File: config.mk
export PLATFORM = sky130hd
export DESIGN_NAME = seq2_responder
export DESIGN_NICKNAME = d
export VERILOG_FILES = /design/src/rtl/seq2_resp_pkg.sv /design/src/rtl/seq2_resp_fifo.sv /design/src/rtl/seq2_responder.sv
export SDC_FILE = /design/constraint.sdc
export NUM_CORES = 1
export LEC_CHECK = 0
export CORE_AREA = 5 5 119 121
export CTS_BUF_LIST = sky130_fd_sc_hd__clkbuf_2
export DETAILED_ROUTE_END_ITERATION = 16
export DIE_AREA = 0 0 124 126
export PLACE_DENSITY = 0.59
export SYNTH_ARGS = -nofsm -noshare
export SYNTH_HDL_FRONTEND = slang
export SYNTH_SLANG_ARGS = --single-unit
File: constraint.sdc
create_clock -name clk -period 8.7 [get_ports clk]
set_input_delay 0.87 -clock clk [delete_from_list [all_inputs] [get_ports clk]]
set_output_delay 0.87 -clock clk [all_outputs]
set_load 0.02 [all_outputs]
File: src/rtl/seq2_resp_pkg.sv
// Shared types and constants for the seq2 responder.
// Holds widths, the late-completion limit, window FSM states and FIFO entries.
package seq2_resp_pkg;

    localparam int TAG_W = 8;
    localparam int TS_W  = 8;
    localparam int D_MAX = 10;

    typedef enum logic {
        S_IDLE  = 1'b0,
        S_ARMED = 1'b1
    } win_state_t;

    typedef struct packed {
        logic [TAG_W-1:0] tag;
        logic [TS_W-1:0]  ts;
    } fifo_ent_t;

endpackage

File: src/rtl/seq2_resp_fifo.sv
// Synchronous FIFO of {tag, ts} entries for outstanding transactions.
// Ports: clk, rst_n (sync, active-low), push/din, pop/head, full, empty.
module seq2_resp_fifo
    import seq2_resp_pkg::*;
#(
    parameter int DEPTH = 4
) (
    input  logic      clk,
    input  logic      rst_n,
    input  logic      push,
    input  fifo_ent_t din,
    input  logic      pop,
    output fifo_ent_t head,
    output logic      full,
    output logic      empty
);

    localparam int PW = (DEPTH > 1) ? $clog2(DEPTH) : 1;
    localparam int CW = $clog2(DEPTH + 1);
    localparam logic [PW-1:0] LAST = PW'(DEPTH - 1);
    localparam logic [CW-1:0] FULL_CNT = CW'(DEPTH);

    fifo_ent_t mem [DEPTH];
    logic [PW-1:0] wr_ptr;
    logic [PW-1:0] rd_ptr;
    logic [CW-1:0] count;
    logic do_push;
    logic do_pop;

    // Full is judged on the pre-pop occupancy, so a push into a full
    // FIFO is refused even when the head leaves in the same cycle.
    assign full    = (count == FULL_CNT);
    assign empty   = (count == '0);
    assign do_push = push && !full;
    assign do_pop  = pop && !empty;
    assign head    = mem[rd_ptr];

    always_ff @(posedge clk) begin
        if (do_push) begin
            mem[wr_ptr] <= din;
        end
    end

    always_ff @(posedge clk) begin
        if (!rst_n) begin
            wr_ptr <= '0;
            rd_ptr <= '0;
            count  <= '0;
        end else begin
            if (do_push) begin
                wr_ptr <= (wr_ptr == LAST) ? '0 : wr_ptr + 1'b1;
            end
            if (do_pop) begin
                rd_ptr <= (rd_ptr == LAST) ? '0 : rd_ptr + 1'b1;
            end
            unique case ({do_push, do_pop})
                2'b10:   count <= count + 1'b1;
                2'b01:   count <= count - 1'b1;
                default: count <= count;
            endcase
        end
    end

endmodule

File: src/rtl/seq2_responder.sv
// Request/acknowledge/completion responder: a rising a opens a b window,
// accepted requests get a c pulse, and complete in order with d after D_DELAY.
// Ports: clk, rst_n (sync, active-low), a, b, d_stall in; c, d, d_tag,
// an_tag, co_tag, late_err, ovf_err out (all registered).
module seq2_responder
    import seq2_resp_pkg::*;
#(
    parameter int DEPTH   = 4,
    parameter int D_DELAY = 3,
    parameter int AB_MAX  = 5
) (
    input  logic       clk,
    input  logic       rst_n,
    input  logic       a,
    input  logic       b,
    input  logic       d_stall,
    output logic       c,
    output logic       d,
    output logic [7:0] d_tag,
    output logic [7:0] an_tag,
    output logic [7:0] co_tag,
    output logic       late_err,
    output logic       ovf_err
);

    localparam logic [7:0] WIN_LIM = 8'(AB_MAX);
    localparam logic [7:0] DLY     = 8'(D_DELAY);
    localparam logic [7:0] LATE    = 8'(D_MAX);

    win_state_t state;
    win_state_t state_nxt;
    logic [7:0] win_cnt;
    logic [7:0] win_nxt;
    logic       a_q;
    logic       rose;
    logic       accept;
    logic [7:0] cyc;
    logic [7:0] cyc_nxt;
    logic [7:0] age_nxt;
    logic       push;
    logic       issue;
    logic       full;
    logic       empty;
    fifo_ent_t  din;
    fifo_ent_t  head;

    assign rose = a && !a_q;

    always_ff @(posedge clk) begin
        if (!rst_n) begin
            state   <= S_IDLE;
            win_cnt <= '0;
        end else begin
            state   <= state_nxt;
            win_cnt <= win_nxt;
        end
    end

    always_comb begin
        state_nxt = state;
        win_nxt   = win_cnt;
        accept    = 1'b0;
        unique case (state)
            S_IDLE: begin
                if (rose) begin
                    state_nxt = S_ARMED;
                    win_nxt   = 8'd1;
                end
            end
            S_ARMED: begin
                // A second rise of a while armed does not restart the window.
                if (b && win_cnt >= 8'd1 && win_cnt <= WIN_LIM) begin
                    accept    = 1'b1;
                    state_nxt = S_IDLE;
                    win_nxt   = '0;
                end else if (win_cnt >= WIN_LIM) begin
                    state_nxt = S_IDLE;
                    win_nxt   = '0;
                end else begin
                    win_nxt = win_cnt + 8'd1;
                end
            end
            default: begin
                state_nxt = S_IDLE;
                win_nxt   = '0;
            end
        endcase
    end

    // The entry timestamp is the cycle in which c is high, which is the
    // cycle after the push, hence cyc + 1.
    assign cyc_nxt = cyc + 8'd1;
    assign push    = accept && !full;
    assign din     = '{tag: an_tag, ts: cyc_nxt};

    // d is registered, so the issue decision uses the age the head will
    // have in the cycle where d is actually high.
    assign age_nxt = cyc_nxt - head.ts;
    assign issue   = !empty && (age_nxt >= DLY) && !d_stall;

    seq2_resp_fifo #(
        .DEPTH (DEPTH)
    ) u_fifo (
        .clk   (clk),
        .rst_n (rst_n),
        .push  (push),
        .din   (din),
        .pop   (issue),
        .head  (head),
        .full  (full),
        .empty (empty)
    );

    always_ff @(posedge clk) begin
        if (!rst_n) begin
            a_q      <= 1'b0;
            cyc      <= '0;
            c        <= 1'b0;
            d        <= 1'b0;
            d_tag    <= '0;
            an_tag   <= '0;
            co_tag   <= '0;
            late_err <= 1'b0;
            ovf_err  <= 1'b0;
        end else begin
            a_q   <= a;
            cyc   <= cyc_nxt;
            c     <= push;
            d     <= issue;
            d_tag <= issue ? head.tag : '0;
            if (push) begin
                an_tag <= an_tag + 8'd1;
            end
            if (issue) begin
                co_tag <= co_tag + 8'd1;
            end
            if (issue && age_nxt > LATE) begin
                late_err <= 1'b1;
            end
            if (accept && full) begin
                ovf_err <= 1'b1;
            end
        end
    end

endmodule

# --- Yosys cells after proc, flatten, opt, wreduce, memory -nomap -nowiden ---
# Memory sizes are Yosys's and may differ from the RTL's. A register that Yosys moved wholly into a read port is not among the register bits.
# Cells that the tools add are included.
totals:
  register_bits: 53
  latchBits: 0
  ramBits: 64
  mem_bits_ro: 0
  input_bits: 5
  output_inout_bits: 28
  word_cells: 70
  memories: 1
classes:
  add_sub_neg: 9
  multipliers: 0
  n_div: 0
  order_cmp: 5
  eq_ne: 6
  shifts: 0
  mux: 17
  bitwise_logic: 1
  reduce_logical: 17
memory_table:
  columns: ["memory", "depth", "width", "read_ports", "rd_ports_with_merged_regs", "write_ports", "line_no", "text"]
  rows:
  - ["u_fifo.mem", 4, 16, 1, 1, 1, "seq2_resp_fifo.sv:23", "fifo_ent_t mem [DEPTH];"]
op_table:
  columns: ["op", "n"]
  rows:
  - ["$add A8 B1 Y8 const B", 4]
  - ["$mux W8", 3]
  - ["$pmux W8 S2", 1]
  - ["$logic_and A1 B1 Y1", 10]
  - ["$ge A8 B1 Y1 const B", 1]
  - ["$ge A8 B2 Y1 const B", 1]
  - ["$ge A8 B3 Y1 const B", 1]
  - ["$gt A8 B4 Y1 const B", 1]
  - ["$le A8 B3 Y1 const B", 1]
  - ["$mux W2", 4]
  - ["$sub A8 B8 Y8", 1]
  - ["$mux W1", 7]
  - ["$eq A2 B2 Y1 const B", 3]
  - ["$pmux W3 S2", 1]
  - ["$add A2 B1 Y2 const B", 2]
  - ["$logic_not A1 Y1", 4]
  - ["$add A3 B1 Y3 const B", 1]
  - ["$eq A3 B3 Y1 const B", 1]
  - ["$logic_not A3 Y1", 1]
  - ["$sub A3 B1 Y3 const B", 1]
  - ["$eq A2 B1 Y1 const B", 1]
  - ["$ne A2 B2 Y1 const B", 1]
  - ["$pmux W1 S2", 1]
  - ["$reduce_and A2 Y1", 1]
  - ["2 further kinds", 2]

# --- Depth between registers and ports, before layout ---
logic_depth:
  ltp_word: 9
  depth_mapped: 19
  mapped_depth_nobuf: 17

# --- By module ---
# A second synthesis with hierarchy kept.
unflattened:
  cells_unflattened: 404
  hier_area_um2: 5238.8
by_module_without_submodules:
  columns: ["module", "n_inst", "cells_per_inst", "area_each_um2", "seq_area_each_um2"]
  rows:
  - ["seq2_resp_fifo", 1, 140, 2840.2, 2102.0]
  - ["seq2_responder", 1, 264, 2398.6, 920.9]

# --- Worst setup path before layout ---
# Ideal clock, no wire load.
synth_path:
  path_type: "register to register"
  from: "reg (tool-made name)"
  to: "reg u_fifo.count[2]"
  setup_time_ps: 76
  t_arrival_ps: 4598
  required_ps: 8624
  slack_ps: 4026
  path_stages_with_launch: 19
  path_buffers: 4
  synth_period_minus_slack_ps: 4674
  cell_sequence: "dfxtp_1 buf_6 buf_1 mux4_2 ha_1 fa_1 maj3_2 o21bai_1 a211oi_1 a31oi_2 o31a_1 buf_2 buf_2 ha_1 inv_1 fa_1 xor2_1 or3_1 a21boi_0"
synth_rtl:
  columns: ["item", "line_no", "text"]
  rows:
  - ["to (signal assigned)", "seq2_resp_fifo.sv:57", "2'b10: count <= count + 1'b1;"]
  - ["to (signal assigned)", "seq2_resp_fifo.sv:58", "2'b01: count <= count - 1'b1;"]
  - ["to (signal assigned)", "seq2_resp_fifo.sv:59", "default: count <= count;"]
  - ["to (decl)", "seq2_resp_fifo.sv:26", "logic [CW-1:0] count;"]

==> results.md <==
- CTS Buffer Depth: 2
- Slack of the worst reg-to-reg path: 4220 ps
- Final hold vios: 0
- WL final: 8.65 mm
- Kind of critical path: reg2reg
- Synth top area cells: edfxtp_1, dfxtp_1, mux4_2
- Most frequent cells after synthesis: edfxtp_1, dfxtp_1, and2_1, nand2_1
- Fin crit share: 51.4%
- Post-CTS sizing: 0
- Worst reg2reg path depth: 16
- CTS Sinks: 119
- Initial DRC count: 117
- Hold Path Class: reg2reg
- Htree depth: 4
- Fraction of layout cells with a size suffix above 1: 13.1%
- Pre-antenna DRT Iters: 4
- Post CTS Setup Buffer Count: 0
- Row count: 42
- Multi-input gate area: 1880 sq um
- Mapped Cells: 373
- VDD IR max: 0.0830 mV
- I/O Pins: 33
- Register Area: 3020 sq um
- Measured slew at the worst slew-check pin: 962 ps
- Clock skew: 23.2 ps
- Fin nets: 440
- Post-DP HPWL: 5.72 mm
- Area share of the largest cell type after synthesis: 38.2%
- Met3 WL: 297 um
- Synth unique cells: 56
- CTS tree: done
- CP Buf/Inv Count: 3
- Slowest cell on crit path: mux4_2
- Placeable Area: 13000 sq um
- Post-synth EDFFs: 64
- CTS root buf: clkbuf_2
- Leading area contributor after synthesis: edfxtp_1
- Die height: 126 um
- RR Endpoint: u_fifo.count[2]$_SDFFE_PN0P_
- Startpoint Class: register
- Setup TNS: 0 ps
- DR vias/cell: 4.80
- Most used DFF post-synth: edfxtp_1
- CTS clk-pin slew, worst paths: 180 ps
- CP Capture Type: register
- Leak: 2.08 nW
- Vias in the first global route: 2973
- Synth warn: 0
- Hold Path End: u_fifo.rd_ptr[1]$_SDFFE_PN0P_
- Clk_lat worst skew: 640 ps
- Die area: 15600 sq um
- Yosys reg bits: 119
- Cell with the most instances after synthesis: edfxtp_1
- Post-Syn Area per Cell: 13.5 sq um
- Fillers: 1213
- Endpoints failing setup: 0
- Pwr Density: 196 nW/um^2
- Worst-path maximum fanout: 19
- Critical-path cell list: buf_4 -> mux4_2 -> ha_1 -> fa_1 -> maj3_2 -> o21bai_1 -> a211oi_1 -> a31oi_2 -> o31a_1 -> buf_4 -> ha_1 -> inv_1 -> fa_1 -> xor2_1 -> or3_1 -> a21boi_0
- P&R area growth vs syn: 16.6%
- HP Start: u_fifo.rd_ptr[1]$_SDFFE_PN0P_
- DR WL met2: 4.38 mm
- Unrepaired setup endpoints after global routing: false
- Slew margin rel.: 35.9%
- Gpl congestion: 0.783
- Largest net degree at the start of global routing: 54
- Fraction of registers with async set/reset: 0%
- Critical Path RT: 9260 ps
- Seq/Total Area, Yosys: 60.1%
- Grt total ovfl: 0
- Max Cap Viol: 0
- Hold Path Cell Cnt: 2
- Cell area after synthesis: 5030 sq um
- Initial antenna violation count: 1
- DR WL/cell: 14.3 um
- Wl on met1: 3.84 mm
- First-pass GRT wire length: 14.7 mm
- Total Power: 1.15 mW
- CP arrival: 5030 ps
- Min Tclk post-route: 4480 ps
- Status: complete, no violations
- Top delay family on crit path: adder cells
- Starting density of the core: 38.7%
- DR DRC count: 0
- DR vias: 2905
- ANT nets after route: 0
- Max Used Layer: met4
- Total track usage: 12.3%
- Port buffer count: 32
- Total CTS buffers: 17
- Syn nets: 398
- Slowest stage delay, CP: 540 ps
- Die span in x: 124 um
- Maximum clock frequency: 223 MHz
- CTS Hold Bufs: 0
- Max-slew violation count: 0
-- state kept, by name, summed over array words and instances, names as in the netlist, named ones only --
| register | flops |
|---|---|
| u_fifo.mem | 64 |
| an_tag | 8 |
| co_tag | 8 |
| cyc | 8 |
| d_tag | 8 |
| win_cnt | 8 |
| u_fifo.count | 3 |
| u_fifo.rd_ptr | 2 |
| u_fifo.wr_ptr | 2 |
| a_q | 1 |
| c | 1 |
| d | 1 |
| late_err | 1 |
| ovf_err | 1 |
| state | 1 |
-- logic make-up after synthesis --
group	Yosys count	synth area share, %
AND/OR/NAND/NOR	113	12.5
flip-flops	119	60.1
multiplexers	18	7.86
buffers and inverters	31	2.51
AO/OA/AOI/OAI	45	6.42
adder cells (fa/ha/maj)	22	5.70
XOR/XNOR	25	4.88
-- layout by cell type, fill, tap and decap left out, types with 9 or more instances in the layout --
cell type	n
and2_1	26
and3_1	14
clkbuf_2	19
clkdlybuf4s50_1	32
dfxtp_1	55
edfxtp_1	64
ha_1	18
inv_1	18
mux4_2	12
nand2_1	19
nor2_1	15
nor2b_1	9
o21ai_0	9
xnor2_1	14
xor2_1	9
-- layout make-up --
class	count	share of cell area (%)
Sequential cell	119	51.6
Multi-Input combinational cell	223	32.0
Tap cell	176	3.76
Clock inverter	13	3.86
Timing Repair Buffer	36	5.98
Clock buffer	19	1.62
Antenna cell	1	0.0427
Inverter	18	1.15
-- per-layer routing --
metal / up-vias / track usage, %
met3: 11 / 4.22
met5: - / 0
met4: 0 / 4.25
met2: 38 / 19.9
li1: 1445 / -
met1: 1411 / 15.4
-- per-stage QoR --
| step | cell area, sq um | hold slack, ps | util (%) | instances | setup slack, ps |
|---|---|---|---|---|---|
| floorplan | 5030 | 437 | - | 373 | 4030 |
| global placement | 5540 | 450 | 42.7 | 572 | 4390 |
| detailed placement | 5540 | 458 | 42.7 | 572 | 4190 |
| CTS | 5860 | 489 | 45.2 | 604 | 4150 |
| global route | 5860 | 521 | 45.2 | 605 | 3930 |
| finish | 5860 | 482 | 45.2 | 605 | 4220 |
-- power by group --
group          internal (mW)  switching (mW)
Clock                  0.248           0.199
Combinational         0.0440          0.0518
Sequential             0.600         0.00754
-- worst max-delay path by stage --
stage / from / to / slack [ps] / depth (start not counted)
global placement: register / u_fifo.count[2]$_SDFFE_PN0P_ / 4390 / 16
finish: register / u_fifo.count[2]$_SDFFE_PN0P_ / 4220 / 16
CTS: register / u_fifo.count[2]$_SDFFE_PN0P_ / 4150 / 16
global route: register / u_fifo.count[2]$_SDFFE_PN0P_ / 3930 / 16
floorplan: register / u_fifo.count[2]$_SDFFE_PN0P_ / 4030 / 18
detailed placement: register / u_fifo.count[2]$_SDFFE_PN0P_ / 4190 / 16
-- worst reg2reg max path, stage by stage, from the launching register on --
cell	delay, ps
dfxtp_1	350
buf_4	300
mux4_2	550
ha_1	220
fa_1	410
maj3_2	320
o21bai_1	200
a211oi_1	80
a31oi_2	260
o31a_1	170
buf_4	240
ha_1	230
inv_1	60
fa_1	370
xor2_1	150
or3_1	300
a21boi_0	190
Note: power is estimated with default switching activity, not from simulation.
